## src/rtl/systolic_pkg.sv

```systemverilog
// Shared types and sizing helpers for the systolic array controller.
package systolic_pkg;

    typedef enum logic [2:0] {
        IDLE   = 3'd0,
        LOAD_W = 3'd1,
        STREAM = 3'd2,
        DRAIN  = 3'd3,
        DONE   = 3'd4
    } state_t;

    // Number of stages from an issued ifmap vector to the last column's result.
    function automatic int unsigned skew_depth(input int unsigned rows, input int unsigned cols);
        return rows + cols - 1;
    endfunction

endpackage

```

## src/rtl/valid_skew_pipe.sv

```systemverilog
// Enable-gated shift register tracking which in-flight wavefronts carry real vectors.
module valid_skew_pipe #(
    parameter int unsigned DEPTH = 7
) (
    input  logic             clk,
    input  logic             rst,
    input  logic             en,
    input  logic             din,
    output logic [DEPTH-1:0] q
);

    logic [DEPTH-1:0] q_q;
    logic [DEPTH-1:0] q_d;

    always_comb begin
        q_d = q_q;
        if (en) begin
            q_d = (q_q << 1) | DEPTH'(din);
        end
    end

    always_ff @(posedge clk or posedge rst) begin
        if (rst) begin
            q_q <= '0;
        end else begin
            q_q <= q_d;
        end
    end

    assign q = q_q;

endmodule

```

## src/rtl/systolic_array_controller.sv

```systemverilog
// Sequences weight preload, ifmap streaming and pipeline drain for a ROWSxCOLS
// weight-stationary systolic array, with backpressure from the ofmap sink.
module systolic_array_controller
    import systolic_pkg::*;
#(
    parameter int unsigned ROWS        = 4,
    parameter int unsigned COLS        = 4,
    parameter int unsigned COUNT_WIDTH = 16
) (
    input  logic                                     clk,
    input  logic                                     rst,
    input  logic                                     start,
    input  logic [COUNT_WIDTH-1:0]                   cfg_num_vec,
    output logic                                     busy,
    output logic                                     done,
    output logic                                     weight_rd_en,
    output logic [((ROWS > 1) ? $clog2(ROWS) : 1)-1:0] weight_rd_addr,
    output logic [ROWS-1:0]                          weight_wen,
    input  logic                                     ifmap_valid,
    output logic                                     ifmap_ready,
    output logic                                     ifmap_zero,
    output logic                                     mac_en,
    output logic [COLS-1:0]                          ofmap_valid,
    input  logic                                     ofmap_ready
);

    localparam int unsigned AW    = (ROWS > 1) ? $clog2(ROWS) : 1;
    localparam int unsigned LW    = $clog2(ROWS + 1);
    localparam int unsigned DEPTH = skew_depth(ROWS, COLS);

    state_t                 state_q, state_d;
    logic [COUNT_WIDTH-1:0] num_vec_q, num_vec_d;
    logic [COUNT_WIDTH-1:0] issue_q, issue_d;
    logic [LW-1:0]          load_q, load_d;
    logic [ROWS-1:0]        wen_q, wen_d;
    logic [DEPTH-1:0]       line;
    logic [DEPTH-1:0]       line_next;
    logic                   stall;
    logic                   issue;

    always_comb begin
        state_d        = state_q;
        num_vec_d      = num_vec_q;
        issue_d        = issue_q;
        load_d         = load_q;
        wen_d          = '0;
        weight_rd_en   = 1'b0;
        weight_rd_addr = '0;
        ifmap_ready    = 1'b0;
        ifmap_zero     = 1'b0;
        mac_en         = 1'b0;
        issue          = 1'b0;
        line_next      = line;
        stall          = (|ofmap_valid) & ~ofmap_ready;

        case (state_q)
            IDLE: begin
                if (start) begin
                    num_vec_d = cfg_num_vec;
                    issue_d   = '0;
                    load_d    = '0;
                    state_d   = LOAD_W;
                end
            end
            LOAD_W: begin
                if (load_q < LW'(ROWS)) begin
                    weight_rd_en   = 1'b1;
                    weight_rd_addr = AW'(load_q);
                    wen_d          = ROWS'(1) << load_q;
                    load_d         = load_q + LW'(1);
                end
                // Last row's write lands one cycle after its read.
                if (wen_q[ROWS-1]) begin
                    state_d = (num_vec_q == '0) ? DONE : STREAM;
                end
            end
            STREAM: begin
                mac_en      = ifmap_valid & ~stall & (issue_q != num_vec_q);
                ifmap_ready = mac_en;
                issue       = mac_en;
                if (mac_en) begin
                    issue_d = issue_q + COUNT_WIDTH'(1);
                    if (issue_d == num_vec_q) begin
                        state_d = DRAIN;
                    end
                end
            end
            DRAIN: begin
                ifmap_zero = 1'b1;
                mac_en     = ~stall;
                line_next  = mac_en ? (line << 1) : line;
                if (line_next == '0) begin
                    state_d = DONE;
                end
            end
            DONE: begin
                state_d = IDLE;
            end
            default: begin
                state_d = IDLE;
            end
        endcase
    end

    always_ff @(posedge clk or posedge rst) begin
        if (rst) begin
            state_q   <= IDLE;
            num_vec_q <= '0;
            issue_q   <= '0;
            load_q    <= '0;
            wen_q     <= '0;
        end else begin
            state_q   <= state_d;
            num_vec_q <= num_vec_d;
            issue_q   <= issue_d;
            load_q    <= load_d;
            wen_q     <= wen_d;
        end
    end

    valid_skew_pipe #(
        .DEPTH (DEPTH)
    ) u_skew (
        .clk (clk),
        .rst (rst),
        .en  (mac_en),
        .din (issue),
        .q   (line)
    );

    assign busy        = (state_q != IDLE);
    assign done        = (state_q == DONE);
    assign weight_wen  = wen_q;
    assign ofmap_valid = line[ROWS-1 +: COLS];

endmodule

```

## config.mk

```make
export PLATFORM = sky130hd
export DESIGN_NAME = systolic_array_controller
export DESIGN_NICKNAME = d
export VERILOG_FILES = /design/src/rtl/systolic_pkg.sv /design/src/rtl/valid_skew_pipe.sv /design/src/rtl/systolic_array_controller.sv
export SDC_FILE = /design/constraint.sdc
export NUM_CORES = 1
export LEC_CHECK = 0
export ABC_AREA = 1
export CAP_MARGIN = 5
export CORE_MARGIN = 8
export CORE_UTILIZATION = 56
export DETAILED_ROUTE_END_ITERATION = 16
export GPL_TIMING_DRIVEN = 0
export PLACE_DENSITY = 0.8
export SYNTH_ARGS = -nofsm -noshare
export SYNTH_HDL_FRONTEND = slang
export SYNTH_SLANG_ARGS = --single-unit
export TNS_END_PERCENT = 100
```

## constraint.sdc

```tcl
create_clock -name clk -period 2.2 [get_ports clk]
set_input_delay 0.44 -clock clk [delete_from_list [all_inputs] [get_ports clk]]
set_output_delay 0.44 -clock clk [all_outputs]
set_load 0.05 [all_outputs]
```

**Word level (Yosys, flattened, before mapping)**

Index checks and enable logic that the tools add are counted.

- Flip-flop bits (word level): 49
- Output and inout port bits: 16
- Logic and storage cells: 62

- Add/subtract/negate cells: 2
- Magnitude comparators: 1
- Eq/ne operators: 12
- Shift operators: 1
- Multiplexer cells: 23
- Bitwise gates (word level): 6
- Reductions and logical operators: 11

Operator list:

| operator | count |
|---|---|
| $mux 16 | 2 |
| $pmux 16 s2 | 1 |
| $mux 3 | 8 |
| $add 16x1->16 const B | 1 |
| $eq 16x16->1 | 1 |
| $logic_not 16->1 | 1 |
| $ne 16x16->1 | 1 |
| $ne 2x2->1 const B | 6 |
| $pmux 3 s4 | 1 |
| $mux 4 | 2 |
| $logic_not 7->1 | 1 |
| $mux 7 | 1 |
| $or 7x1->7 | 1 |
| $eq 3x2->1 const B | 2 |
| $pmux 3 s2 | 1 |
| $reduce_and 3->1 | 2 |
| $reduce_and 5->1 | 1 |
| $mux 1 | 4 |
| $mux 2 | 2 |
| $reduce_bool 2->1 | 2 |
| $reduce_or 4->1 | 1 |
| $shl 1x3->4 const A | 1 |
| $add 3x1->3 const B | 1 |
| $and 1x1->1 | 3 |
| 8 further kinds | 9 |

**Longest topological paths before layout**

Gate-level depths: netlist of the first run.

- Depth in word-level cells: 7
- Gate-level depth with buffers: 15
- Gate-level depth less buffers: 15

**Cells and area by module**

From an unflattened synthesis of the first run, not the netlist that was laid out.

- Cell total of the unflattened synthesis: 436
- Area total of the unflattened synthesis: 3,019.1 um2

Modules (own cells, without submodules):

| module | instances | cells an instance | area each (um2) | sequential area each (um2) |
|---|---|---|---|---|
| systolic_array_controller | 1 | 405 | 2,746.4 | 1,051.0 |
| valid_skew_pipe | 1 | 31 | 272.8 | 175.2 |

**Least setup slack after synthesis of the first run**

No wires, ideal clock.

- Path type: register to output
- Start point: reg state_q[2]
- End point: out weight_rd_addr[0] (netlist bit)
- Arrival: 2.388 ns
- Data required time: 1.760 ns
- Setup slack: -0.628 ns
- Stages on the path, launching flop included: 8
- Cells stage by stage: dfrtp_1 -> nor2_1 -> inv_1 -> nor2_1 -> inv_1 -> nor2_1 -> inv_1 -> nor2_1

- Word-level cells in the longest chain between the ends: 2

RTL lines:

| element | RTL line | text |
|---|---|---|
| from (decl) | systolic_array_controller.sv:31 | `state_t state_q, state_d;` |
| from (signal assigned) | systolic_array_controller.sv:113 | `state_q <= state_d;` |
| $eq 3x1->1 | systolic_array_controller.sv:56 | `case (state_q)` |
| $mux 2 | systolic_array_controller.sv:56 |  |
| to (decl) | systolic_array_controller.sv:17 | `output logic [((ROWS > 1) ? $clog2(ROWS) : 1)-1:0] weight_rd_addr,` |

Every way passes these cells.

**Worst setup path in the final report of the first run**

- Start point: in ofmap_ready
- End point: out ifmap_ready

- Word-level cells in the longest chain between the ends: 6

RTL lines:

| element | RTL line | text |
|---|---|---|
| from (decl) | systolic_array_controller.sv:24 | `input logic ofmap_ready` |
| $not 1->1 | systolic_array_controller.sv:54 | `stall = (\|ofmap_valid) & ~ofmap_ready;` |
| $and 1x1->1 | systolic_array_controller.sv:54 |  |
| $not 1->1 | systolic_array_controller.sv:78 | `mac_en = ifmap_valid & ~stall & (issue_q != num_vec_q);` |
| $and 1x1->1 (2 in a row) | systolic_array_controller.sv:78 |  |
| $mux 1 | systolic_array_controller.sv:56 |  |
| to (decl) | systolic_array_controller.sv:20 | `output logic ifmap_ready,` |

Every way passes these cells.

==> results of run 1 <==
[state kept, by name (all words and copies together), names as in the netlist]
| signal | flops |
|---|---|
| weight_wen | 4 |
| u_skew.q | 7 |
| load_q | 3 |
| issue_q | 16 |
| state_q | 3 |
| num_vec_q | 16 |
[path summary, 6_finish.rpt]
| kind | startpoint | end | slack [ns] | depth (start not counted) |
|---|---|---|---|---|
| setup / recovery | ofmap_ready | ifmap_ready | -0.01 | 6 |
| hold / removal | rst | num_vec_q[0]$_DFFE_PP0P_ | 0.44 | 2 |
| setup reg to reg | issue_q[0]$_DFFE_PP0P_ | state_q[0]$_DFFE_PP0P_ | 0.13 | 15 |
| hold reg to reg | u_skew.q[1]$_DFFE_PP0P_ | u_skew.q[2]$_DFFE_PP0P_ | 0.48 | 2 |
| max in group asynchronous | rst | issue_q[10]$_DFFE_PP0P_ | 1.23 | 3 |
| min in group clk | u_skew.q[1]$_DFFE_PP0P_ | u_skew.q[2]$_DFFE_PP0P_ | 0.48 | 2 |
[layout make-up]
cell class	instances	area, um2	area share
buffer	8	47.5	0.0125
clock buffer	7	86.3	0.0227
inverter	56	218	0.0571
multi-input combinational	293	1620	0.425
sequential	49	1230	0.324
tap	72	90.1	0.0236
timing repair buffer	54	514	0.135
[per-layer routing]
metal	track usage	part of all wire	wire, um
met4	0.0635	0.021	156
met5	0	0	0
met1	0.221	0.44	3320
met2	0.315	0.50	3790
met3	0.0299	0.043	326
[where the power goes]
group / internal [mW] / switching, mW
registers: 1.18 / 0.248
logic: 0.813 / 1.41
clock network: 0.250 / 0.280
[placed cells by master, fill, tap and decap left out, types with 2 or more instances in the layout]
| cell type | count |
|---|---|
| o21ai_0 | 16 |
| nand2_1 | 97 |
| o21ai_2 | 6 |
| xor2_1 | 15 |
| buf_6 | 2 |
| inv_1 | 44 |
| nor2_2 | 6 |
| o21bai_1 | 2 |
| o22ai_1 | 6 |
| inv_2 | 10 |
| nand2_2 | 7 |
| nor2_4 | 6 |
| clkbuf_1 | 2 |
| buf_2 | 2 |
| nand4_1 | 6 |
| nor2_1 | 55 |
| nand3_2 | 2 |
| dlygate4sd2_1 | 2 |
| mux2_2 | 6 |
| clkdlybuf4s50_1 | 28 |
| clkbuf_8 | 6 |
| ha_1 | 5 |
| a21oi_1 | 13 |
| and3_1 | 2 |
| dfrtp_2 | 6 |
| nand2_4 | 3 |
| dfrtp_1 | 43 |
| nand3_1 | 26 |
| buf_4 | 22 |
[worst reg2reg max path, delay by kind of cell (launching register included)]
family	cells	cell delay (ns)
adder cells (fa/ha/maj)	1	0.21
buffers and inverters	1	0.14
flip-flops	1	0.40
AND/OR/NAND/NOR	13	1.20
[what timing repair did]
item                       4_1_cts  5_1_grt
hold buffers                     0        0
cloned                           0        1
setup endpoints to repair        7        8
pin swaps                        1        9
buffers inserted                 3       14
resized for setup               39       24
[cells by family (layout without fill, tap and decap cells)]
group	after synthesis	after routing	share of synthesized area
flops	49	49	0.402
fa+ha+maj	6	6	0.0246
compound gates	48	48	0.0993
simple gates	216	217	0.316
xor+xnor	16	16	0.0460
buf+inv	66	125	0.0899
mux	6	6	0.0222
==> flow_summary.yaml, run 1 <==
sta:
  fmax_mhz: 453
  slew_headroom: 0.656
  rsz0062_at_grt: "true"
  hold_slack_ns: 0.438
  finalSetupViolCount: 2
  slew_viol_final: 0
  worst_pin_slew_ns: 0.517
  setup_tns_ns: -0.0196
  finClkSkew_ns: 0.0148
  timing.final.crit_share: 1.00
  period_needed_ns: 2.21
  hold_viol: 0
  setup_slack_ns: -0.00982
layout:
  diodes: 0
  area_growth_syn_to_layout_pct: 25.0
  design_area_mm2: 0.00381
  nFillCells: 427
  stdcell_count: 539
  drive_gt1_frac: 0.206
  final_core_util: 0.710
  fin_nets: 494
global_route:
  grt_pass1_vias: 2750
  track_usage: 0.182
  overflow: 0
  grt_max_degree: 34
  grt_first_pass_wirelength_um: 12300
  antenna_found_initial: 0
floorplanning:
  start_util: 0.567
  core-area_mm2: 0.00537
  die_area_mm2: 0.00806
  rows: 27
  fp.dieH_um: 89.8
  die_x_um: 89.8
  io_pins: 37
synth:
  synth_edf_count: 0
  synth_cell_types: 37
  synth_ff_type: "dfrtp_1"
  yosys_register_bits: 49
  synthCells: 407
  synthArstFlopShare: 1.00
  netlist_area_mm2: 0.00305
  synth_nets: 434
  ys_seq_area_frac: 0.402
  syn_avg_cell_area_um2: 7.49
  synthTopCellsByCount: "nand2_1, nor2_1, inv_1"
  synth_area_leaders: "dfrtp_1, nand2_1, nor2_1"
  synth_area_leader_cell: "dfrtp_1"
  yosysMostFrequentCell: "nand2_1"
  yosys.area.top_type_share: 0.402
  ys_warn_count: 0
worst_setup_path:
  path_class: "input pin to primary output"
  cp_top_family: "buffers and inverters"
  slowest_delay_ns: 0.43
  crit_slowest_cell: "clkdlybuf4s50_1"
  cp_num_buf_inv: 3
  startpoint_type: "input pin"
  crit_path_end_kind: "primary output"
  critPathRequiredTime_ns: 1.76
  worstPathCellList: "clkdlybuf4s50_1, a31oi_1, nor2_1, nand3_4, clkinv_4, buf_8"
  path_max_fanout: 6
  arrival_ns: 1.77
placement:
  place.gp.congestion: 0.889
  portBuffers: 36
  dp_hpwl_um: 5530
  dp_slack_ns: -0.838
  placed_area_mm2: 0.00354
  placed_cells_incl_taps: 516
detailed_routing:
  via_count: 2838
  drtPass1Iterations: 4
  totalWireLength_um: 7590
  drt_iter0_drc: 181
  wl_per_cell_um: 14.1
  ant_nets: 0
  viasPerCell: 5.27
  drc: 0
clock_network:
  cts_tree: "yes"
  cts-root-buf: "clkbuf_8"
  tritoncts.num_buffers: 5
  clock_sinks: 49
  clockBufferDepth: 2
  path_clk_slew_ns: 0.09
  htree_levels: 2
  clk_latency_ns: 0.30
power:
  peakVddDrop_v: 0.000806
  p_per_area_mw_per_mm2: 1100
  leakage_nw: 1.87
  finalPower_mw: 4.18
worst_hold_path:
  hold_path_class: "input pin to asynchronous set/reset pin"
outcome:
  violations: "negative setup slack"
  status: "complete, but fails checks"
flow_run:
  maxCapViolCount: 0
(Power assumes the default switching activity.)
==> inputs of run 2 (changes only) <==
Clock period 2.2 ns to 2.45 ns, I/O delays scaled along.
==> run 2 against run 1 <==
Effect of this change: the flow now finishes without violations; die area stayed put; sequential share of layout area up 0.31 points; global-route usage decreased by 0.24 points; combinational power fell by 11%; first-iteration DRC count increased by 0.55%; via count down 0.74%; worst hold slack improved by 0.023 ns; clock skew decreased by 0.0088 ns; clock-buffer cell count decreased by 1; critical path type unchanged; largest power group unchanged; highest routed layer unchanged.
==> flow_summary.yaml, run 2 (same netlist as run 1, synthesis figures left out) <==
worst_setup_path:
  crit_slowest_cell: "clkdlybuf4s50_1"
  reg2reg_from: "issue_q[0]$_DFFE_PP0P_"
  cp_num_buf_inv: 3
  cp_top_family: "buffers and inverters"
  worst-r2r-cell-count: 15
  timing.rr.end: "state_q[0]$_DFFE_PP0P_"
  regToRegSetupSlack_ns: 0.38
  arrival_ns: 1.91
  critPathRequiredTime_ns: 1.96
  path_max_fanout: 7
  worstPathCellList: "clkdlybuf4s50_1, a31oi_2, nor2_1, nand3_4, inv_2, clkbuf_4"
  path_class: "input pin to primary output"
  startpoint_type: "input pin"
  crit_path_end_kind: "primary output"
  slowest_delay_ns: 0.52
global_route:
  grt_max_degree: 36
  track_usage: 0.179
  antenna_found_initial: 0
  grt_pass1_vias: 2762
  overflow: 0
  grt_first_pass_wirelength_um: 12400
floorplanning:
  fp.dieH_um: 89.8
  die_area_mm2: 0.00806
  die_x_um: 89.8
  io_pins: 37
  start_util: 0.567
  rows: 27
  core-area_mm2: 0.00537
detailed_routing:
  via_count: 2817
  ant_nets: 0
  wl_per_cell_um: 13.5
  drtPass1Iterations: 4
  totalWireLength_um: 7330
  drt_iter0_drc: 182
  drc: 0
  viasPerCell: 5.20
clock_network:
  cts-root-buf: "clkbuf_8"
  path_clk_slew_ns: 0.09
  htree_levels: 2
  tritoncts.num_buffers: 5
  clock_sinks: 49
  clk_latency_ns: 0.30
  cts-hold-fix-buffers: 0
  cts_tree: "yes"
  clockBufferDepth: 2
sta:
  slew_viol_final: 0
  fmax_mhz: 417
  setup_slack_ns: 0.0492
  timing.final.crit_share: 0.980
  finalSetupViolCount: 0
  period_needed_ns: 2.40
  worst_pin_slew_ns: 0.528
  finClkSkew_ns: 0.00606
  hold_viol: 0
  slew_headroom: 0.647
power:
  intPower_mw: 2.02
  swShare: 0.460
  leakage_nw: 1.86
  p_per_area_mw_per_mm2: 993
  finalPower_mw: 3.74
  clkPwrFrac: 0.129
  p_comb_frac: 0.528
  share_seq_of_total_power: 0.343
  switchingPower_mw: 1.72
  peakVddDrop_v: 0.000952
layout:
  fin_nets: 496
  diodes: 0
  mostFrequentLayoutCells: "nand2_1, nor2_1, inv_1"
  mostFrequentLayoutCell: "nand2_1"
  drive_gt1_frac: 0.183
  area_growth_syn_to_layout_pct: 23.5
placement:
  place.gp.congestion: 0.891
  portBuffers: 36
  dp_slack_ns: -0.668
  dp_hpwl_um: 5520
worst_hold_path:
  hold_path_class: "input pin to asynchronous set/reset pin"
flow_run:
  maxCapViolCount: 0
outcome:
  status: "finished, final reports clean"
run 2: cell types whose count changed in the layout (fill, tap and decap cells not counted), sizes merged:
cell           change
dlygate4sd2        -2
inv                +1
nor2               -1
clkinv             -1
clkdlybuf4s50      +2
clkinvlp           +2
clkbuf             +2
run 2: cell type report:
class | instances | area, um2
inverter | 56 | 210
multi-input combinational | 292 | 1570
fill | 425 | 1610
timing repair buffer | 56 | 520
tap | 72 | 90.1
clock buffer | 6 | 72.6
sequential | 49 | 1230
clock inverter | 2 | 15.0
buffer | 9 | 58.8
run 2: layer usage:
layer | vias up | global-route usage | routed length [um]
met2 | 71 | 0.309 | 3670
li1 | 1405 | - | -
met3 | 12 | 0.0357 | 287
met5 | - | 0 | 0
met1 | 1329 | 0.221 | 3260
met4 | 0 | 0.0508 | 104
run 2: how the worst max path moves through the flow:
stage | start | to | slack (ns) | depth (start not counted)
after global placement | ofmap_ready | mac_en | -0.66 | 7
final | ofmap_ready | ifmap_ready | 0.05 | 6
after floorplan | state_q[2]$_DFFE_PP0P_ | weight_rd_addr[0] | -0.16 | 7
after global routing | issue_q[12]$_DFFE_PP0P_ | mac_en | -0.02 | 11
after CTS | issue_q[9]$_DFFE_PP0P_ | mac_en | 0.01 | 10
after detailed placement | ofmap_ready | mac_en | -0.67 | 7
run 2: stage by stage:
step	hold WS, ns	std cells	setup TNS, ns	util	cell area, um2
global route	0.500	542	-0.0240	0.701	3760
floorplan	0.455	407	-0.316	-	3050
detailed placement	0.473	516	-1.53	0.655	3520
CTS	0.467	527	0	0.676	3630
finish	0.461	542	0	0.701	3760
global placement	0.465	515	-11.41	0.652	3500
run 2: power groups by stage:
| stage | Clock (mW) | Sequential (mW) | Combinational [mW] |
|---|---|---|---|
| 2_1_floorplan | 0 | 1.27 | 1.38 |
| 3_3_place_gp | 0 | 1.28 | 1.82 |
| 3_5_place_dp | 0 | 1.29 | 1.87 |
| 4_1_cts | 0.492 | 1.27 | 1.89 |
| 5_1_grt | 0.522 | 1.31 | 2.19 |
| 6_report | 0.481 | 1.28 | 1.97 |
run 2: what timing repair did:
item                                    CTS  global route
gates resized for setup                  29            11
endpoints found under the setup margin    5             6
hold endpoints to repair                  0             0
pin swaps                                 0             3
buffers inserted                          3            16
